File: src/rtl/data_memory_ctrl.sv
`default_nettype none
// ============================================================================
// Module      : data_memory_ctrl
// Description : MEM-stage word-array data memory with MIPS sub-word loads and
//               stores, alignment checking and optional wait-state stalling.
// Revision    : 1.0 - initial release
// ============================================================================
module data_memory_ctrl #(
    parameter int DEPTH       = 64,
    parameter int ADDR_W      = 32,
    parameter int WAIT_CYCLES = 0
) (
    input  logic              clk,
    input  logic              reset,
    input  logic              MemRead,
    input  logic              MemWrite,
    input  logic [1:0]        size,
    input  logic              sign_ext,
    input  logic [ADDR_W-1:0] address,
    input  logic [31:0]       write_data,
    output logic [31:0]       read_data,
    output logic              stall,
    output logic              misaligned
);

    localparam int                c_idx_w    = $clog2(DEPTH);
    localparam int                c_cnt_w    = (WAIT_CYCLES > 0) ? $clog2(WAIT_CYCLES + 1) : 1;
    localparam bit                c_wait_en  = (WAIT_CYCLES != 0);
    localparam logic [c_cnt_w-1:0] c_cnt_load = c_cnt_w'((WAIT_CYCLES > 0) ? WAIT_CYCLES - 1 : 0);
    localparam logic [c_cnt_w-1:0] c_cnt_one  = c_cnt_w'(1);

    typedef enum logic [1:0] {
        S_IDLE = 2'd0,
        S_WAIT = 2'd1,
        S_DONE = 2'd2
    } state_t;

    state_t               state_q, state_d;
    logic [c_cnt_w-1:0]   cnt_q, cnt_d;
    logic [31:0]          mem_q [DEPTH];

    logic                 w_req;
    logic                 w_mis_raw;
    logic                 w_req_ok;
    logic                 w_done;
    logic                 w_stall;
    logic                 w_we;
    logic [c_idx_w-1:0]   w_idx;
    logic [4:0]           w_lane;
    logic [31:0]          w_word;
    logic [7:0]           w_byte;
    logic [15:0]          w_half;
    logic [31:0]          w_load;
    logic [31:0]          w_store;
    logic                 w_unused_addr;

    assign w_req    = MemRead | MemWrite;
    assign w_req_ok = w_req & ~w_mis_raw;
    assign w_idx    = address[2 +: c_idx_w];
    assign w_lane   = {address[1:0], 3'b000};
    assign w_word   = mem_q[w_idx];
    assign w_byte   = w_word[w_lane +: 8];
    assign w_half   = address[1] ? w_word[31:16] : w_word[15:0];

    // Upper address bits intentionally alias onto the word index.
    assign w_unused_addr = ^address[ADDR_W-1:c_idx_w+2];

    always_comb begin
        w_mis_raw = 1'b0;
        case (size)
            2'b00:   w_mis_raw = 1'b0;
            2'b01:   w_mis_raw = address[0];
            default: w_mis_raw = |address[1:0];
        endcase
    end

    always_comb begin
        w_load = w_word;
        case (size)
            2'b00:   w_load = {{24{sign_ext & w_byte[7]}}, w_byte};
            2'b01:   w_load = {{16{sign_ext & w_half[15]}}, w_half};
            default: w_load = w_word;
        endcase
    end

    always_comb begin
        w_store = w_word;
        case (size)
            2'b00:   w_store[w_lane +: 8] = write_data[7:0];
            2'b01:   w_store[{address[1], 4'b0000} +: 16] = write_data[15:0];
            default: w_store = write_data;
        endcase
    end

    generate
        if (WAIT_CYCLES == 0) begin : g_nowait
            assign w_done  = w_req_ok;
            assign w_stall = 1'b0;
        end else begin : g_wait
            assign w_done  = w_req_ok && (state_q == S_DONE);
            assign w_stall = w_req && ((state_q == S_WAIT) ||
                                       ((state_q == S_IDLE) && !w_mis_raw));
        end
    endgenerate

    always_comb begin
        state_d = state_q;
        cnt_d   = cnt_q;
        case (state_q)
            S_IDLE: begin
                if (c_wait_en && w_req_ok) begin
                    cnt_d   = c_cnt_load;
                    state_d = (WAIT_CYCLES == 1) ? S_DONE : S_WAIT;
                end
            end
            S_WAIT: begin
                if (!w_req) begin
                    state_d = S_IDLE;
                    cnt_d   = '0;
                end else begin
                    cnt_d = cnt_q - c_cnt_one;
                    if (cnt_q == c_cnt_one) begin
                        state_d = S_DONE;
                    end
                end
            end
            S_DONE: begin
                state_d = S_IDLE;
                cnt_d   = '0;
            end
            default: begin
                state_d = S_IDLE;
                cnt_d   = '0;
            end
        endcase
    end

    always_ff @(posedge clk or posedge reset) begin
        if (reset) begin
            state_q <= S_IDLE;
            cnt_q   <= '0;
        end else begin
            state_q <= state_d;
            cnt_q   <= cnt_d;
        end
    end

    // Store commits only at the end of the completing cycle; reset drops it.
    assign w_we = w_done & MemWrite;

    always_ff @(posedge clk or posedge reset) begin
        if (reset) begin
            for (int i = 0; i < DEPTH; i++) begin
                mem_q[i] <= '0;
            end
        end else if (w_we) begin
            mem_q[w_idx] <= w_store;
        end
    end

    assign stall      = w_stall & ~reset;
    assign misaligned = w_req & w_mis_raw & ~reset;
    assign read_data  = (w_done && MemRead && !reset) ? w_load : 32'h0;

endmodule
`default_nettype wire

File: config.mk
export PLATFORM = sky130hd
export DESIGN_NAME = data_memory_ctrl
export DESIGN_NICKNAME = d
export VERILOG_FILES = /design/src/rtl/data_memory_ctrl.sv
export SDC_FILE = /design/constraint.sdc
export NUM_CORES = 2
export LEC_CHECK = 0
export ABC_AREA = 1
export CORE_MARGIN = 3
export CORE_UTILIZATION = 64
export CTS_CLUSTER_DIAMETER = 50
export DETAILED_ROUTE_END_ITERATION = 8
export GPL_ROUTABILITY_DRIVEN = 0
export PLACE_DENSITY_LB_ADDON = 0.08
export SYNTH_ARGS = -nofsm -noshare
export SYNTH_HDL_FRONTEND = slang
export SYNTH_SLANG_ARGS = --single-unit
File: constraint.sdc
create_clock -name clk -period 105.7 [get_ports clk]
set_clock_uncertainty 0.15 [all_clocks]
set_input_delay 21.14 -clock clk [delete_from_list [all_inputs] [get_ports clk]]
set_output_delay 21.14 -clock clk [all_outputs]
set_load 0.02 [all_outputs]
==> results.md <==
* Run status: finished, violations left
* Failing checks: design-rule violations
* Maximum buffer depth of the clock tree at 3
* DRC viols at 3
* Largest regs: mem_q (2048)
* Top fanout value on the critical path at 70
* Largest register by flop count: mem_q
* CP Launch Point: address[2]
* Top post-synthesis cells by area: dfrtp_1 (51%), nand2_1 (36%), buf_2 (2.2%)
* Layout cell share with drive strength beyond 1 at 0.0532
* Cell mode on critical path: nand2_1
* Cell taking the most area after synthesis: dfrtp_1
* Worst-path clk slew at 0.06 ns
* Final Instance Area at 0.109 mm²
* Critical-path top delay cell: a21oi_1
* Crit Path Class: input pin to primary output
* First-pass GRT wire length at about 540000 µm
* Setup TNS at 0 ns
* Post-CTS sizing at 0
* TritonCTS Buffers at about 220
* # hold bufs at CTS at 0
* I/O Buffers at between 70 and 80
* Vias per cell at 5.93
* Slew @ Worst Pin at around 1.4 ns
* Seq cells post-synth at 2048
* CTS tree: yes
* Synthesis Warnings at 0
* Die Area at between 0.15 and 0.2 mm²
* Initial Utilization at 0.649
* Post-Syn Area per Cell at around 7.0 µm²
* CP Data Required Time at around 84 ns
* Fillers at between 10000 and 15000
* FF-to-FF setup slack at 101.25 ns
* Fin. Hold Viols at 0
* Max-cap violations at 0
* Syn Nets at between 10000 and 15000
* Worst setup margin at roughly 57 ns
* Worst skew pair latency at between 0.8 and 0.9 ns
* Drt wl/cell at about 22 µm
* Max reg flops at ~2000
* CTS sink cnt at between 2000 and 2500
* DRT Pass-1 Iters at 9
* FF-to-FF path depth at 17
* Post-Route WL at about 360000 µm
* Synth cell types at 38
* Sequential area share after synthesis at 0.509
* Gr ovfl total at 0
* Placed inst area at just over 0.1 mm²
* Postcts setup bufs at 0
* Core Footprint at approximately 0.16 mm²
* Critical path data arrival time at about 27 ns
* Tcrit/Tclk final at 0.460
* Pre-CTS setup slack at between 50 and 60 ns
* Final setup fails at 0
* CTS H-tree depth at 4
* Vias in the first global route at ~90000
* VDD IR-drop max at between 0.015 and 0.02 mV
* Cells after synthesis at between 10000 and 15000
* Nets at between 10000 and 15000
* Min cycle time layout at between 40 and 50 ns
* I/O Pins at around 110
* GR Util All Layers at 0.438
* CP endpoint: read_data[29]
* CP Capture Type: primary output
* Slowest Stage Delay on Critical Path at between 1 and 1.5 ns
* Max Slew Vio Count at 0
* Area grow syn2layout at 8.52%
* Crit path launch type: input pin
* Pleak at around 61 nW
* DR vias at 96300
* Register area at roughly 0.051 mm²
* Initial antenna violation count at 11
* Multi-input gate area at around 0.044 mm²
* Unrepaired setup endpoints after global routing: false
* Die extent in x at roughly 400 µm
* Post-Syn Area at 0.101 mm²
* Worst slew margin at 0.0381
* Height of the die at 403 µm
* Routed Antenna Nets at 0
* Largest net degree at the start of global routing at between 150 and 200
* Reg2Reg Capture Point: mem_q[1821]
* Hold crit path type: register to register
* PwrDens at 17.3 mW/mm²
* Reg-to-reg startpoint: mem_q[1213]
* Top cell type's share of synthesized area at 0.509
* Core Rows at between 100 and 150
* DP HPWL at 206000 µm
* CP Cell Sequence: buf_8, buf_4, buf_4, buf_4, nand2_1, nand2_1, nand2_1, nand2_1, nand2_1, nand2_1, nand2_1, nand2_1, nor2_1, nand2_1, nand2_1, a21oi_1, clkdlybuf4s50_1
* Fmax at ~0.021 GHz
* Initial drt markers at roughly 15000
* Clock root buffer: clkbuf_16
-- cell usage after synthesis --
master and number:
a21boi_1 21, a21oi_1 347, a22oi_1 41, a22oi_2 1
a31oi_1 11, and2_0 2, buf_1 30, buf_2 442
buf_4 34, buf_6 9, clkbuf_1 412, clkinv_1 4
conb_1 1, dfrtp_1 2048, ha_1 5, inv_1 304
inv_2 75, inv_4 1, nand2_1 9616, nand2_2 26
nand2_4 1, nand3_1 199, nand3_2 9, nand3b_1 15
nand4_1 26, nor2_1 216, nor2_2 34, nor2_4 7
nor3_1 9, nor3_2 21, nor4_1 1, o211ai_1 27
o21a_1 4, o21ai_0 144, o21ai_1 276, o22ai_1 1
or2_1 8, or2_2 10
-- how the worst min path moves through the flow --
stage                            from  cells past startpoint          end
after floorplan           mem_q[1034]                      2  mem_q[1034]
after global placement    mem_q[1226]                      2  mem_q[1226]
after detailed placement  mem_q[1437]                      2  mem_q[1437]
after CTS                  mem_q[603]                      2   mem_q[603]
after global routing      mem_q[1533]                      2  mem_q[1533]
final                      mem_q[637]                      2   mem_q[637]
-- metrics by stage --
step,total power [mW],instances,hold WS (ns),util
5_1_grt,1.95,16200,0.341,0.704
2_1_floorplan,1.03,14400,0.299,-
3_3_place_gp,1.09,15800,0.312,0.656
4_1_cts,1.88,16200,0.331,0.704
6_report,1.89,16200,0.328,0.705
3_5_place_dp,1.10,15800,0.315,0.656
-- logic make-up after synthesis --
family	Yosys count	synth area share
other	1	0.0000372
and+or+nand+nor	10200	0.388
AOI/OAI and AO/OA	873	0.0459
buffers and inverters	1311	0.0563
adders and majority gates	5	0.000621
DFF	2048	0.509
-- area by class of cell --
cell class	count	share of cell area
sequential	2048	0.469
multi-input combinational	11100	0.405
clock buffer	314	0.0579
tap	2044	0.0234
timing repair buffer	263	0.0207
inverter	384	0.0135
clock inverter	90	0.0104
antenna	18	0.000412
-- routing by layer --
metal	part of all wire	GRT usage
met5	0.0014	0.00952
met4	0.079	0.290
met3	0.14	0.153
met2	0.41	0.621
met1	0.36	0.570
-- critical path, delay by kind of cell --
family / cells / cell delay [ns]
buffers and inverters: 5 / 3.36
and+or+nand+nor: 11 / 1.42
AOI/OAI and AO/OA: 1 / 1.13
-- cell usage in the layout, fill, tap and decap left out, types with 9 or more instances in the layout --
| cell | instances |
|---|---|
| clkdlybuf4s50_1 | 74 |
| a21oi_1 | 347 |
| nand3b_1 | 15 |
| o21ai_1 | 276 |
| dfrtp_1 | 2048 |
| nor2_1 | 204 |
| nand2_1 | 9614 |
| nor2_4 | 20 |
| clkinvlp_4 | 10 |
| clkinv_2 | 39 |
| a21boi_1 | 21 |
| or2_2 | 10 |
| clkbuf_1 | 47 |
| a31oi_1 | 11 |
| nand3_1 | 199 |
| buf_4 | 177 |
| inv_2 | 71 |
| nand2_4 | 22 |
| nand4_1 | 26 |
| bufinv_16 | 19 |
| a22oi_1 | 41 |
| nor2_2 | 33 |
| clkbuf_16 | 220 |
| clkbuf_8 | 47 |
| nand3_4 | 9 |
| diode_2 | 18 |
| nor3_4 | 21 |
| o21ai_0 | 144 |
| inv_1 | 303 |
| o211ai_1 | 27 |
-- where the power goes --
group,switching [mW],internal (mW)
logic,0.161,0.0555
clock network,0.333,0.463
registers,0.0298,0.846
No activity file was read; power rests on OpenSTA's default activity.
